<file path="config.mk">
export PLATFORM = sky130hd
export DESIGN_NAME = irig_time_keeper
export DESIGN_NICKNAME = d
export VERILOG_FILES = /design/src/rtl/irig_time_keeper.sv
export SDC_FILE = /design/constraint.sdc
export NUM_CORES = 1
export LEC_CHECK = 0
export ABC_AREA = 0
export BUFFER_PORTS_ARGS = -buffer_cell sky130_fd_sc_hd__buf_2
export CAP_MARGIN = 5
export CORE_MARGIN = 2
export CORE_UTILIZATION = 38
export DETAILED_ROUTE_END_ITERATION = 6
export GPL_TIMING_DRIVEN = 0
export PLACE_DENSITY = 0.61
export REMOVE_ABC_BUFFERS = 1
export SLEW_MARGIN = 20
export SYNTH_ARGS = -nofsm -noshare
export SYNTH_HDL_FRONTEND = slang
export SYNTH_SLANG_ARGS = --single-unit
</file>
<file path="constraint.sdc">
create_clock -name clk -period 2.6 [get_ports clk]
set_input_delay 0 -clock clk [delete_from_list [all_inputs] [get_ports clk]]
set_output_delay 0 -clock clk [all_outputs]
set_load 0.01 [all_outputs]
</file>
<file path="src/rtl/irig_time_keeper.sv">
// irig_time_keeper
// Keeps IRIG-B time of day downstream of the BCD decoder. Frames from the
// decoder load the time; PPS edges step it; without PPS the block free-runs
// in holdover on the local clock. A synchronised external event snapshots the
// running {time, subsec} until the consumer acknowledges it.

module irig_time_keeper #(
  parameter int CLK_FREQ = 125_000_000,
  parameter int PPS_TOL  = 1000,
  parameter int SUBSEC_W = 27
) (
  input  logic                clk,
  input  logic                rst_n,
  input  logic [5:0]          sec,
  input  logic [5:0]          min,
  input  logic [4:0]          hr,
  input  logic [8:0]          day,
  input  logic                bcd_valid,
  input  logic                pps,
  input  logic                leap_year,
  input  logic                event_in,
  input  logic                ev_ack,
  output logic [25:0]         time_o,
  output logic [SUBSEC_W-1:0] subsec_o,
  output logic                locked,
  output logic                holdover,
  output logic [25:0]         ev_time,
  output logic [SUBSEC_W-1:0] ev_subsec,
  output logic                ev_valid,
  output logic                ev_overrun,
  output logic [15:0]         pps_err_cnt
);

  typedef enum logic [1:0] {
    ST_UNSYNC   = 2'd0,
    ST_LOCKED   = 2'd1,
    ST_HOLDOVER = 2'd2
  } state_t;

  // Earliest subsecond at which a PPS edge counts as a genuine second boundary.
  localparam logic [SUBSEC_W-1:0] ACCEPT_MIN = SUBSEC_W'(CLK_FREQ - PPS_TOL);
  // Last subsecond the locked state waits for PPS before declaring it lost.
  localparam logic [SUBSEC_W-1:0] LOCK_LAST  = SUBSEC_W'(CLK_FREQ + PPS_TOL - 1);
  // Local-oscillator second length used while in holdover.
  localparam logic [SUBSEC_W-1:0] HOLD_LAST  = SUBSEC_W'(CLK_FREQ - 1);
  localparam logic [SUBSEC_W-1:0] TOL        = SUBSEC_W'(PPS_TOL);
  localparam logic [SUBSEC_W-1:0] ONE        = SUBSEC_W'(1);

  // One-second step of a packed {day,hr,min,sec} value with year rollover.
  function automatic logic [25:0] advance_time(input logic [25:0] t, input logic leap);
    logic [8:0] d;
    logic [4:0] h;
    logic [5:0] m;
    logic [5:0] s;
    {d, h, m, s} = t;
    if (s >= 6'd59) begin
      s = 6'd0;
      if (m >= 6'd59) begin
        m = 6'd0;
        if (h >= 5'd23) begin
          h = 5'd0;
          if (d >= (leap ? 9'd366 : 9'd365)) begin
            d = 9'd1;
          end else begin
            d = d + 9'd1;
          end
        end else begin
          h = h + 5'd1;
        end
      end else begin
        m = m + 6'd1;
      end
    end else begin
      s = s + 6'd1;
    end
    return {d, h, m, s};
  endfunction

  state_t              state_q, state_d;
  logic                pps_q, pps_d;
  logic                bcd_valid_q, bcd_valid_d;
  logic [2:0]          ev_sync_q, ev_sync_d;
  logic [25:0]         time_q, time_d;
  logic [SUBSEC_W-1:0] subsec_q, subsec_d;
  logic                first_pps_q, first_pps_d;
  logic [15:0]         err_q, err_d;
  logic [25:0]         ev_time_q, ev_time_d;
  logic [SUBSEC_W-1:0] ev_subsec_q, ev_subsec_d;
  logic                ev_valid_q, ev_valid_d;
  logic                ev_overrun_q, ev_overrun_d;

  logic                pps_rise_s;
  logic                load_rise_s;
  logic                ev_rise_s;
  logic                err_inc_s;

  // Edge detectors and the event synchroniser shift chain.
  always_comb begin
    pps_d       = pps;
    bcd_valid_d = bcd_valid;
    ev_sync_d   = {ev_sync_q[1:0], event_in};
    pps_rise_s  = pps & ~pps_q;
    load_rise_s = bcd_valid & ~bcd_valid_q;
    ev_rise_s   = ev_sync_q[1] & ~ev_sync_q[2];
  end

  // Sync state machine: loads, PPS acceptance, holdover free-run, error count.
  always_comb begin
    state_d     = state_q;
    time_d      = time_q;
    subsec_d    = subsec_q;
    first_pps_d = first_pps_q;
    err_inc_s   = 1'b0;
    if (load_rise_s) begin
      // A new frame always wins, even over a simultaneous PPS edge.
      state_d     = ST_LOCKED;
      time_d      = {day, hr, min, sec};
      subsec_d    = '0;
      first_pps_d = 1'b1;
    end else begin
      case (state_q)
        ST_UNSYNC: begin
          time_d   = '0;
          subsec_d = '0;
        end
        ST_LOCKED: begin
          if (pps_rise_s && (first_pps_q || (subsec_q >= ACCEPT_MIN))) begin
            time_d      = advance_time(time_q, leap_year);
            subsec_d    = '0;
            first_pps_d = 1'b0;
          end else if (subsec_q >= LOCK_LAST) begin
            // PPS missing: step the second late and carry the overshoot.
            time_d      = advance_time(time_q, leap_year);
            subsec_d    = TOL;
            first_pps_d = 1'b0;
            state_d     = ST_HOLDOVER;
          end else begin
            err_inc_s = pps_rise_s;
            subsec_d  = subsec_q + ONE;
          end
        end
        ST_HOLDOVER: begin
          if (pps_rise_s && (subsec_q >= ACCEPT_MIN)) begin
            time_d   = advance_time(time_q, leap_year);
            subsec_d = '0;
            state_d  = ST_LOCKED;
          end else if (pps_rise_s && (subsec_q < TOL)) begin
            // Local second already stepped just before this PPS: re-align only.
            subsec_d = '0;
            state_d  = ST_LOCKED;
          end else if (subsec_q >= HOLD_LAST) begin
            time_d   = advance_time(time_q, leap_year);
            subsec_d = '0;
          end else begin
            err_inc_s = pps_rise_s;
            subsec_d  = subsec_q + ONE;
          end
        end
        default: begin
          state_d  = ST_UNSYNC;
          time_d   = '0;
          subsec_d = '0;
        end
      endcase
    end
    if (err_inc_s && (err_q != 16'hFFFF)) begin
      err_d = err_q + 16'd1;
    end else begin
      err_d = err_q;
    end
  end

  // Event capture with single-entry buffer and sticky overrun flag.
  always_comb begin
    ev_time_d    = ev_time_q;
    ev_subsec_d  = ev_subsec_q;
    ev_valid_d   = ev_valid_q;
    ev_overrun_d = ev_overrun_q;
    if (ev_rise_s && (!ev_valid_q || ev_ack)) begin
      ev_time_d    = time_q;
      ev_subsec_d  = subsec_q;
      ev_valid_d   = 1'b1;
      ev_overrun_d = 1'b0;
    end else if (ev_rise_s) begin
      ev_overrun_d = 1'b1;
    end else if (ev_ack) begin
      ev_valid_d   = 1'b0;
      ev_overrun_d = 1'b0;
    end else begin
      ev_valid_d   = ev_valid_q;
    end
  end

  // State registers; reset returns everything, including a pending event, to zero.
  always_ff @(posedge clk or negedge rst_n) begin
    if (!rst_n) begin
      state_q      <= ST_UNSYNC;
      pps_q        <= 1'b0;
      bcd_valid_q  <= 1'b0;
      ev_sync_q    <= 3'b000;
      time_q       <= 26'd0;
      subsec_q     <= '0;
      first_pps_q  <= 1'b0;
      err_q        <= 16'd0;
      ev_time_q    <= 26'd0;
      ev_subsec_q  <= '0;
      ev_valid_q   <= 1'b0;
      ev_overrun_q <= 1'b0;
    end else begin
      state_q      <= state_d;
      pps_q        <= pps_d;
      bcd_valid_q  <= bcd_valid_d;
      ev_sync_q    <= ev_sync_d;
      time_q       <= time_d;
      subsec_q     <= subsec_d;
      first_pps_q  <= first_pps_d;
      err_q        <= err_d;
      ev_time_q    <= ev_time_d;
      ev_subsec_q  <= ev_subsec_d;
      ev_valid_q   <= ev_valid_d;
      ev_overrun_q <= ev_overrun_d;
    end
  end

  assign time_o      = time_q;
  assign subsec_o    = subsec_q;
  assign locked      = (state_q == ST_LOCKED);
  assign holdover    = (state_q == ST_HOLDOVER);
  assign ev_time     = ev_time_q;
  assign ev_subsec   = ev_subsec_q;
  assign ev_valid    = ev_valid_q;
  assign ev_overrun  = ev_overrun_q;
  assign pps_err_cnt = err_q;

endmodule
</file>
==> metrics <==
Max FO, Critical Path=8; pwr dens=about 750 nW/µm²; HPWL after DPL=11420 µm; final net count=approximately 890; drt via density=5.179; ys flop type=dfrtp_1; Core ar.=around 17000 µm²; fin area=approximately 9000 µm²; Syn Inst Count=631; commonest non-fill, non-tap cell in the layout=buf_2; most frequent cells in the layout=buf_2, dfrtp_1, o21ai_0; Core Rows=48; r2r setup slk=80 ps; CP arrival=2830 ps; H-tree depth=4; CP bufs+invs=1; clock power share=between 30% and 40%; Post-DP Area=roughly 7500 µm²; share of power burned in registers=slightly above 40%; Final Setup Violations=0; first-pass GRT wire length=27470 µm; # clock sinks=132; CTS buffer count=17; Initial Util=38.43%; CTS tree=done; Critical Path RT=2910 ps; CP cell instances=and3_4 > nand3_4 > a311oi_2 > or3_4 > a211oi_4 > buf_8 > nand2b_4 > mux2_4; MaxCap Viol Count=0; Hold Path Class=in2async; Die ar.=18380 µm²; Die W=135.6 µm; share of cells above drive strength 1=roughly two fifths; Net Sw Power=0.002065 W; post-synthesis sequential area ratio=50.22%; Global Route met3 Usage=4.489%; Clock transition at path regs=60 ps; fin crit period=2523 ps; port bufs=around 160; Post-synth EDFFs=0; Reg-to-Reg Start=subsec_o[4]; antenna cells=0; WL/cell=15.90 µm; largest net degree at the start of global routing=68; drt pass-1 iters=4; final worst path period share=97.04%; Critical path origin=subsec_o[4]; status=finished clean; final WL=17230 µm; routed vias=5614; WS Path Type=reg2reg; fillcell total=about 1500; post-detailed-route count of antenna-violating nets=0; area of the multi-input gates=3149 µm²; crit path launch type=flip-flop; Leakage=between 4 and 5 nW; CTS Root Cell=clkbuf_16; Final Core Density=52.41%; Clock Skews=8.675 ps; Slew Viols, Final=0; Initial DRC Count=around 250; number of synthesis warnings=0; cell family with most CP delay=simple AND/OR/NAND/NOR gates; Final GP Congestion=between 0.8 and 0.9; clk_lat worst skew=420 ps; number of global-route vias before repair=5279; most used routing layer=met2; Reg area=about 3300 µm²; CP endpoint kind=flip-flop; RSZ-0062 raised after global routing=true; Seq cells post-synth=132; Die H=approximately 140 µm; slowest stage delay, CP=450 ps; Max transition margin=50.18%; Post-route DRC=0; hold_ws=about 110 ps; met2 Use GR=29.32%; Netlist cell types=68; initial antenna violation count=0; internal power=0.004704 W; Post-Syn Area=6578 µm²; Combinational Power Share=21.3%; worst-case clock buffer depth=2; Slew @ Worst Pin=745.7 ps; met1 Track Usage GR=between 20% and 30%; RR Endpoint=time_o[18]; asr flop ratio synth=100.0%; critical path's slowest cell=dfrtp_2; Reg2Reg Depth=8; Synth Area per Inst=approximately 10 µm²; Overall Power=0.006769 W; Max VDD drop=between 0.5 and 0.6 mV; Max Clock Freq=0.3964 GHz; gr usage total=about a fifth; gr ovfl total=0; switching part of the total=30.50%; Hold Vio Cnt, Final=0; layout overhead on the synthesized area=36.39%; I/O Pins=about 160
-- final cells by class --
cell class | instances | share of cell area (%)
flip-flops and latches | 132 | 37.13
well taps | 225 | 3.138
multi-input cells | 441 | 35.10
inverters | 24 | 1.004
clock buffers | 19 | 4.937
repair buffers | 230 | 16.65
clock inverters | 13 | 2.036
-- routing by layer --
metal / vias up / part of all wire [%]
li1: 2694 / -
met4: 0 / 1.4
met3: 17 / 4.8
met2: 152 / 48
met1: 2751 / 46
met5: - / 0
-- how the worst max path moves through the flow --
stage / cells past startpoint / slack, ps / endpoint
after global routing: 8 / -10 / time_o[18]
after global placement: 4 / -1030 / time_o[18]
after floorplan: 8 / -230 / time_o[18]
after CTS: 8 / 10 / time_o[18]
final: 8 / 80 / time_o[18]
after detailed placement: 8 / -570 / time_o[18]
-- what timing repair did --
item | in CTS | in global routing
cloned | 0 | 1
hold buffers | 31 | 0
setup endpoints to repair | 45 | 48
endpoints found under the hold margin | 111 | 0
setup buffers | 7 | 30
pin swaps | 4 | 5
gates resized for setup | 18 | 37
-- power groups by stage --
stage	sequential (W)	combinational, W	clock (W)
finish	0.00277	0.00144	0.00256
global route	0.00284	0.00160	0.00268
CTS	0.00277	0.00140	0.00261
detailed placement	0.00280	0.00135	0
global placement	0.00279	0.00132	0
floorplan	0.00289	0.000602	0
-- through the flow --
| stage | setup TNS (ps) | std cells | worst slack, ps |
|---|---|---|---|
| detailed placement | -5109 | 983 | -569.1 |
| CTS | 0 | 1053 | 10.04 |
| global route | -56.21 | 1084 | -14.72 |
| global placement | -103770 | 980 | -1026 |
| finish | 0 | 1084 | 76.99 |
| floorplan | -493.2 | 597 | -226.4 |
-- synthesized netlist by cell type, types with 8 or more instances --
library cell | count | area (µm²)
nand3_1 | 25 | 125.1
nor3_1 | 8 | 40.04
dfrtp_1 | 132 | 3303
xnor2_1 | 14 | 122.6
clkbuf_1 | 20 | 75.07
o21ai_0 | 61 | 305.3
a21oi_1 | 27 | 135.1
nand4_1 | 11 | 68.82
inv_1 | 24 | 90.09
nand2b_1 | 10 | 62.56
nand2_1 | 50 | 187.7
xor2_1 | 23 | 201.4
ha_1 | 12 | 150.1
mux2_2 | 42 | 473.0
nor2_1 | 51 | 191.4
nor4_1 | 9 | 56.30
-- logic make-up after synthesis --
| kind of cell | count (synthesis) | share of synthesized area, % |
|---|---|---|
| adders and majority gates | 12 | 2.283 |
| DFF | 132 | 50.22 |
| buffers and inverters | 58 | 4.356 |
| muxes | 46 | 7.875 |
| and+or+nand+nor | 204 | 16.26 |
| xor gates and xnor gates | 38 | 5.174 |
| AOI/OAI and AO/OA | 141 | 13.83 |
-- flip-flops by register name, indices dropped and copies added (netlist names), 2 cells and up --
register	count
ev_subsec	27
subsec_o	27
ev_time	26
time_o	26
pps_err_cnt	16
ev_sync_q	3
state_q	2
Power figures use the tool's default switching activity.
